## src/rtl/game_pkg.sv

```systemverilog
// Shared encodings and field layout for the game sequencer.
// Optional build macro: GODMODE_EN (hits pulse crash but never end the game).
package game_pkg;

    typedef enum logic [1:0] {
        MODE_INIT  = 2'b00,
        MODE_RUN   = 2'b01,
        MODE_PAUSE = 2'b10,
        MODE_END   = 2'b11
    } mode_t;

    localparam int NUM_OBS = 10;

    localparam int X_W = 10;
    localparam int Y_W = 9;

    // Per-slot packing: {right, left} in obstacle_x, {bottom, top} in obstacle_y
    localparam int X_SLOT      = 2 * X_W;
    localparam int Y_SLOT      = 2 * Y_W;
    localparam int X_LEFT_OFF  = 0;
    localparam int X_RIGHT_OFF = X_W;
    localparam int Y_TOP_OFF   = 0;
    localparam int Y_BOT_OFF   = Y_W;

endpackage

```

## src/rtl/box_overlap.sv

```systemverilog
// Strict axis-aligned box intersection; box b is ignored when degenerate.
// All coordinates are compared at X_W bits so nothing wraps.
module box_overlap
    import game_pkg::*;
(
    input  logic [X_W-1:0] a_left,
    input  logic [X_W-1:0] a_right,
    input  logic [X_W-1:0] a_top,
    input  logic [X_W-1:0] a_bottom,
    input  logic [X_W-1:0] b_left,
    input  logic [X_W-1:0] b_right,
    input  logic [X_W-1:0] b_top,
    input  logic [X_W-1:0] b_bottom,
    output logic           hit
);

    logic b_active;
    logic x_hit;
    logic y_hit;

    assign b_active = (b_left < b_right) && (b_top < b_bottom);
    assign x_hit    = (b_left < a_right) && (b_right > a_left);
    assign y_hit    = (b_top < a_bottom) && (b_bottom > a_top);
    assign hit      = b_active && x_hit && y_hit;

endmodule

```

## src/rtl/game_ctrl.sv

```systemverilog
// Game-mode FSM and per-frame obstacle scan, one slot per cycle.
// Build macro GODMODE_EN: a hit pulses crash but the game keeps running.
module game_ctrl
    import game_pkg::*;
#(
    parameter int NUM_OBS     = game_pkg::NUM_OBS,
    parameter int PLAYER_X    = 100,
    parameter int PLAYER_SIZE = 40,
    parameter int SCORE_W     = 16
) (
    input  logic                   clk,
    input  logic                   rst,
    input  logic                   start,
    input  logic                   pause,
    input  logic                   frame_tick,
    input  logic [Y_W-1:0]         player_y,
    input  logic [20*NUM_OBS-1:0]  obstacle_x,
    input  logic [18*NUM_OBS-1:0]  obstacle_y,
    output logic [1:0]             gamemode,
    output logic                   update_en,
    output logic                   crash,
    output logic [SCORE_W-1:0]     score,
    output logic                   busy
);

    localparam int IDX_W = (NUM_OBS > 1) ? $clog2(NUM_OBS) : 1;
    localparam logic [IDX_W-1:0] IDX_LAST = IDX_W'(NUM_OBS - 1);
    localparam logic [X_W-1:0] P_LEFT  = X_W'(PLAYER_X);
    localparam logic [X_W-1:0] P_RIGHT = X_W'(PLAYER_X + PLAYER_SIZE);
    localparam logic [X_W-1:0] P_SIZE  = X_W'(PLAYER_SIZE);

    mode_t              state_q, state_d;
    logic               busy_q, busy_d;
    logic [IDX_W-1:0]   idx_q, idx_d;
    logic               hit_q, hit_d;
    logic [SCORE_W-1:0] score_q, score_d;
    logic               upd_q, upd_d;
    logic               crash_q, crash_d;

    logic [X_W-1:0] sl_left  [NUM_OBS];
    logic [X_W-1:0] sl_right [NUM_OBS];
    logic [X_W-1:0] sl_top   [NUM_OBS];
    logic [X_W-1:0] sl_bot   [NUM_OBS];

    for (genvar i = 0; i < NUM_OBS; i++) begin : g_slot
        assign sl_left[i]  = obstacle_x[i*X_SLOT+X_LEFT_OFF +: X_W];
        assign sl_right[i] = obstacle_x[i*X_SLOT+X_RIGHT_OFF +: X_W];
        assign sl_top[i]   = {1'b0, obstacle_y[i*Y_SLOT+Y_TOP_OFF +: Y_W]};
        assign sl_bot[i]   = {1'b0, obstacle_y[i*Y_SLOT+Y_BOT_OFF +: Y_W]};
    end

    logic [X_W-1:0] p_top;
    logic [X_W-1:0] p_bot;
    logic           slot_hit;
    logic           frame_hit;

    assign p_top = {1'b0, player_y};
    assign p_bot = p_top + P_SIZE;

    box_overlap u_overlap (
        .a_left   (P_LEFT),
        .a_right  (P_RIGHT),
        .a_top    (p_top),
        .a_bottom (p_bot),
        .b_left   (sl_left[idx_q]),
        .b_right  (sl_right[idx_q]),
        .b_top    (sl_top[idx_q]),
        .b_bottom (sl_bot[idx_q]),
        .hit      (slot_hit)
    );

    assign frame_hit = hit_q | slot_hit;

    always_ff @(posedge clk) begin
        if (rst) begin
            state_q <= MODE_INIT;
            busy_q  <= 1'b0;
            idx_q   <= '0;
            hit_q   <= 1'b0;
            score_q <= '0;
            upd_q   <= 1'b0;
            crash_q <= 1'b0;
        end else begin
            state_q <= state_d;
            busy_q  <= busy_d;
            idx_q   <= idx_d;
            hit_q   <= hit_d;
            score_q <= score_d;
            upd_q   <= upd_d;
            crash_q <= crash_d;
        end
    end

    always_comb begin
        state_d = state_q;
        busy_d  = busy_q;
        idx_d   = idx_q;
        hit_d   = hit_q;
        score_d = score_q;
        upd_d   = 1'b0;
        crash_d = 1'b0;
        unique case (state_q)
            MODE_INIT: begin
                busy_d  = 1'b0;
                idx_d   = '0;
                hit_d   = 1'b0;
                score_d = '0;
                if (start) state_d = MODE_RUN;
            end
            MODE_RUN: begin
                if (!start) begin
                    state_d = MODE_INIT;
                    busy_d  = 1'b0;
                    idx_d   = '0;
                    hit_d   = 1'b0;
                    score_d = '0;
                end else if (busy_q) begin
                    hit_d = frame_hit;
                    idx_d = idx_q + 1'b1;
                    if (idx_q == IDX_LAST) begin
                        busy_d = 1'b0;
                        idx_d  = '0;
                        hit_d  = 1'b0;
                        if (frame_hit) begin
                            crash_d = 1'b1;
`ifdef GODMODE_EN
                            state_d = MODE_RUN;
`else
                            state_d = MODE_END;
`endif
                        end else begin
                            upd_d   = 1'b1;
                            score_d = (&score_q) ? score_q : score_q + 1'b1;
                        end
                    end
                end else if (pause) begin
                    state_d = MODE_PAUSE;
                end else if (frame_tick) begin
                    busy_d = 1'b1;
                    idx_d  = '0;
                    hit_d  = 1'b0;
                end
            end
            MODE_PAUSE: begin
                if (!start) begin
                    state_d = MODE_INIT;
                    score_d = '0;
                end else if (!pause) begin
                    state_d = MODE_RUN;
                end
            end
            MODE_END: begin
                if (!start) begin
                    state_d = MODE_INIT;
                    score_d = '0;
                end
            end
        endcase
    end

    assign gamemode  = state_q;
    assign update_en = upd_q;
    assign crash     = crash_q;
    assign score     = score_q;
    assign busy      = busy_q;

endmodule

```

## config.mk

```make
export PLATFORM = sky130hd
export DESIGN_NAME = game_ctrl
export DESIGN_NICKNAME = d
export VERILOG_FILES = /design/src/rtl/game_pkg.sv /design/src/rtl/box_overlap.sv /design/src/rtl/game_ctrl.sv
export SDC_FILE = /design/constraint.sdc
export NUM_CORES = 1
export LEC_CHECK = 0
export ABC_AREA = 0
export ABC_CLOCK_PERIOD_IN_PS = 9000
export CORE_AREA = 2 2 160 162
export CTS_CLUSTER_DIAMETER = 120
export DETAILED_ROUTE_END_ITERATION = 10
export DIE_AREA = 0 0 162 164
export GPL_TIMING_DRIVEN = 0
export SLEW_MARGIN = 25
export SYNTH_ARGS = -nofsm -noshare
export SYNTH_HDL_FRONTEND = slang
export SYNTH_SLANG_ARGS = --single-unit
```

## constraint.sdc

```tcl
create_clock -name clk -period 9 [get_ports clk]
set_input_delay 2.25 -clock clk [delete_from_list [all_inputs] [get_ports clk]]
set_output_delay 2.25 -clock clk [all_outputs]
set_load 0.05 [all_outputs]
```

---- After elaboration in Yosys (flattened, before gate mapping) ----
Index checks and enable logic that the tools add are counted.
storage, ports and cells
  register bits ........................... 26
  output and inout bits ................... 21
  word-level logic and storage cells ...... 102
operators by class
  $add $sub $neg .......................... 3
  order comparisons ....................... 7
  equal/unequal tests ..................... 17
  muxes and demuxes ....................... 49
  bitwise operators ....................... 6
  reduce and logical (&&, ||, !) cells .... 13
operator list
  operator                 count
  $bmux W10 S4             4
  $mux W16                 6
  $mux W10                 8
  $pmux W16 S3             1
  $lt A10 B10 Y1           3
  $mux W4                  5
  $ne A4 B4 Y1 const B     5
  $mux W2                  9
  $add A16 B1 Y16 const B  1
  $reduce_and A16 Y1       1
  $ne A3 B3 Y1 const B     5
  $mux W1                  12
  $add A9 B6 Y10 const B   1
  $gt A10 B7 Y1 const B    1
  $gt A10 B9 Y1            1
  $lt A10 B8 Y1 const B    1
  $pmux W2 S4              1
  $pmux W4 S2              1
  $ne A2 B2 Y1 const B     3
  $reduce_and A6 Y1        1
  $ge A5 B5 Y1 const B     1
  $logic_and A1 B1 Y1      5
  $not A4 Y5               1
  $reduce_and A5 Y1        1
  12 further kinds         17

---- Depth between registers and ports, before layout ----
  depth in word-level cells ............... 14
  mapped depth ............................ 22
  gate-level depth less buffers ........... 14

---- Cells and area by module ----
From an unflattened synthesis, not the netlist that was laid out.
second synthesis, totals
  cell total of the unflattened synthesis .. 691
  area, all modules ....................... 5834.3 um^2
modules (own cells, without submodules)
  module       instances  cells each  area an instance (um^2)
  game_ctrl    1          496         4451.8
  box_overlap  1          195         1382.6

---- Worst setup path before layout ----
Ideal clock, no wire load.
  path kind ............................... input to register
  start point ............................. in obstacle_x[148]
  end point ............................... reg score_q[9], in the netlist score[9]
  library setup time ...................... 120 ps
  arrival ................................. 4923 ps
  required time ........................... 8880 ps
  slack ................................... 3958 ps
  stages on the path ...................... 11
  buffers on the path ..................... 0
  path through ............................ mux4_2 -> a22oi_1 -> nand2_1 -> ha_1 -> nand4_1 -> or3_1 -> a2111oi_0 -> a211oi_1 -> a41o_4 -> o21a_1 -> a211o_1
on the way
  cells in the longest elaborated chain, start to end .. 10
  elaborated cells between the ends (all ways) .. 12
  classes of those cells .................. 2 x order compare; 1 x eq/ne; 3 x mux; 1 x bitwise; 5 x reduce/logical
ends and longest elaborated chain
  item                                                    line                                  RTL
  start, declared                                         game_ctrl.sv:17                       input logic [20*NUM_OBS-1:0] obstacle_x,
  $bmux W10 S4 (*)                                        game_ctrl.sv:65                       .b_left (sl_left[idx_q]),
  $mux W10 (not written as such) (*) (2 in series)        game_ctrl.sv:65
  $lt A10 B10 Y1 / $lt A10 B8 Y1 (equally long branches)  box_overlap.sv:21, box_overlap.sv:22
  $logic_and A1 B1 Y1, on equally long branches           box_overlap.sv:21, box_overlap.sv:22
  $logic_and A1 B1 Y1 (*) (2 in series)                   box_overlap.sv:24                     assign hit = b_active && x_hit && y_hit;
  $or A1 B1 Y1 (*)                                        game_ctrl.sv:72                       assign frame_hit = hit_q | slot_hit;
  $ne A3 B3 Y1 (no line) (*)                              -
  $reduce_and A5 Y1 (no line) (*)                         -
  end signal, assigned                                    game_ctrl.sv:88                       score_q <= score_d;
  end, declared                                           game_ctrl.sv:36                       logic [SCORE_W-1:0] score_q, score_d;
Mark *: on every way between the ends. The rest lies on a longest branch, timed or not. The select of a mux whose other input is x is not followed.
A chain may end at the register's enable or synchronous reset.

---- Worst setup path after layout ----
  start point ............................. reg idx_q[1]
  end point ............................... reg score_q[7], in the netlist score[7]
on the way
  cells in the longest elaborated chain, start to end .. 11
  elaborated cells between the ends (all ways) .. 29
  classes of those cells .................. 6 x order compare; 3 x eq/ne; 12 x mux; 2 x bitwise; 6 x reduce/logical
ends and longest elaborated chain
  item                                              line                                  RTL
  start, declared                                   game_ctrl.sv:34                       logic [IDX_W-1:0] idx_q, idx_d;
  start signal, assigned                            game_ctrl.sv:86                       idx_q <= idx_d;
  $not A4 Y5 (not written as such)                  -
  $bmux W10 S4, on equally long branches            -
  $mux W10, on equally long branches (2 in series)  -
  $lt A10 B10 Y1, or another cell as far along      box_overlap.sv:21                     assign b_active = (b_left < b_right) && (b_top < b_bottom);
  $logic_and A1 B1 Y1, on equally long branches     box_overlap.sv:21, box_overlap.sv:22
  $logic_and A1 B1 Y1 (2 in series)                 box_overlap.sv:24
  $or A1 B1 Y1                                      game_ctrl.sv:72
  $ne A3 B3 Y1 (no line)                            -
  $reduce_and A5 Y1 (no line) (*)                   -
Marks and branches as above.

==> impl_metrics.tcl <==
set metrics [dict create \
    gp_congestion 0.8555 \
    drc_errors 0 \
    syn_nets 1097 \
    hpwlAfterDp_um 25080 \
    synth-main-ff-cell "dfxtp_1" \
    min_to "score[1]" \
    cap_viol_max_count 0 \
    antenna_found_initial 5 \
    chipHeight_um 164 \
    p_leak_nw 3.519 \
    setup-tns-final_ns 0 \
    cts_root_buf "clkbuf_16" \
    area_growth_pct 84.60 \
    timing.hold.ws_ns 0.5403 \
    rows 58 \
    yosysSeqAreaShare_pct 9.463 \
    power_per_cell_area_nw_per_um2 50.78 \
    vias_per_cell 4.948 \
    fillCellCount 2507 \
    ctsResizeCount 0 \
    drt_iter0_markers 396 \
    cp-end-kind "flop" \
    setup_viol 0 \
    htreeDepth 1 \
    synth_area_um2 5500 \
    final_max_slew_viol_count 0 \
    fin_nets 1515 \
    report.final.hold_viol_count 0 \
    final_layout_size_suffix_gt1_share_pct 9.797 \
    ctsHoldBuffers 0 \
    max-clock-path-buffers 2 \
    dr_total_vias 7011 \
    setup_ws_ns 2.889 \
    cp.arrival_ns 6.24 \
    ant_nets 0 \
    ff2ff_path_depth 19 \
    clock-skew-final_ns 0.001847 \
    place_area_um2 10050 \
    cp-startpoint "idx_q[1]" \
    clk_latency_ns 0.26 \
    synthCells 665 \
    die_w_um 162 \
    status "finished, final reports clean" \
    final_common_cell "clkdlybuf4s50_1" \
    firstDrtPassIters 7 \
    wl_um 29190 \
    numCtsBuffers 3 \
    core_um2 24820 \
    cts_setup_buffers 0 \
    dieArea_um2 26570 \
    grt_pass1_wl_um 41860 \
    pre_cts_ws_ns 2.786 \
    worstPathRequired_ns 9.13 \
    min_path_cells 2 \
    start_util_pct 22.16 \
    min-delay-start "score[1]" \
    r2r_setup_slack_ns 2.89 \
    post-route-cell-area_um2 10150 \
    slew_headroom_pct 36.10 \
    overflow 0 \
    finalCritPeriodShare_pct 67.90 \
    path_class "flop to flop" \
    clock_sinks 26 \
    cts_tree "done" \
    regArea_um2 520.5 \
    async_flop_share_pct 0 \
    ios 415 \
    min_period_ns 6.111 \
    synth_enable_flop_cells 0 \
    startpoint_type "flop" \
    synth_cell_types 59 \
    grt_start_max_net_pins 15 \
    r2r-start "idx_q[1]" \
    wire_per_inst_um 20.60 \
    worstReg2RegEnd "score[7]" \
    hp-class "flop to flop" \
    port_buffers 413 \
    grt.total_usage_pct 20.46 \
    max_clock_freq_ghz 0.1636 \
    critPathMaxFanout 10 \
    clkSlewWorstSetupHoldPaths_ns 0.07 \
    vdd_drop_max_v 0.00008163 \
    grt_pass1_vias 7021 \
    synth-seq-cells 26 \
    tightest_slew_ns 0.9564 \
    rsz0062_at_grt "no" \
    multi_input_area_um2 4599 \
    yosysWarnings 0 \
    syn_area_per_cell_um2 8.271 \
    final_cell_mix "413 x clkdlybuf4s50_1, 78 x mux2i_1, 68 x nor2_1" \
]
## report_power, final
part	total, mW	internal (mW)	switching [mW]
registers	0.117	0.116	0.00117
clock network	0.108	0.0680	0.0404
logic	0.290	0.203	0.0874
## registers in the layout (all words and copies together) (netlist names)
signal     count
score         16
idx_q          4
gamemode       2
busy           1
crash          1
hit_q          1
update_en      1
## worst max-delay path, cell delays in order (launching register included)
cell and delay [ns]:
dfxtp_1 0.33, buf_2 0.14, buf_2 0.30, buf_2 0.38
buf_4 0.28, buf_2 0.29, buf_1 0.57, clkbuf_1 0.66
mux4_2 0.40, nand2_1 0.07, o21ai_0 0.23, ha_1 0.40
nand3_1 0.10, nor3_1 0.33, a221o_1 0.21, a21oi_1 0.04
o2111a_1 0.30, a41o_4 0.32, o21ai_2 0.44, o211ai_1 0.14
## area by class of cell
cell class	instances	share of cell area (%)
buffer	49	2.354
timing repair buffer	413	40.71
antenna	5	0.1232
inverter	39	1.442
clock buffer	4	0.8749
multi-input combinational	551	45.30
tap	330	4.067
sequential	26	5.126
## cells in the mapped netlist (7+ instances only)
cell type  count  area share [%]
o211ai_1      11             1.5
nand3_1       29             2.6
mux2_2        21             4.3
o22a_1        10             1.6
ha_1          38             8.6
o22ai_1       24             2.7
nor3_1         7            0.64
inv_1         38             2.6
or3_1          7            0.80
clkbuf_1      25             1.7
buf_2         17             1.5
nand4_1       12             1.4
dfxtp_1       26             9.5
nor2_1        68             4.6
nand2_1       41             2.8
a21oi_1       51             4.6
mux4_2        46              19
o21ai_0       31             2.8
mux2i_1       78              14
## worst max path at each step
stage               cells after the start  endpoint  slack [ns]
floorplan                              11  score[9]        3.96
global placement                       19  score[7]        2.85
detailed placement                     19  score[7]        2.79
CTS                                    19  score[7]        2.75
global route                           19  score[2]        2.45
finish                                 19  score[7]        2.89
## routing by layer
layer	track usage [%]	vias to the layer above	share of wire [%]
met5	0	-	0
met4	3.982	0	1.6
met3	3.460	26	6.6
met2	35.71	260	50
met1	26.67	3325	42
li1	-	3400	-
## kinds of logic after synthesis
group | share of synthesized area (%)
muxes | 37.33
xor gates and xnor gates | 0.6371
AOI/OAI and AO/OA | 20.63
and+or+nand+nor | 16.29
DFF | 9.463
adders and majority gates | 8.644
buffers and inverters | 7.006
## per-stage QoR
| stage | cells | utilization (%) | power, mW |
|---|---|---|---|
| 2_1_floorplan | 665 | - | 0.2085 |
| 3_3_place_gp | 1408 | 40.48 | 0.4049 |
| 3_5_place_dp | 1408 | 40.48 | 0.4083 |
| 4_1_cts | 1412 | 40.84 | 0.5185 |
| 5_1_grt | 1417 | 40.91 | 0.5450 |
| 6_report | 1417 | 40.91 | 0.5156 |
Power figures use the tool's default switching activity.
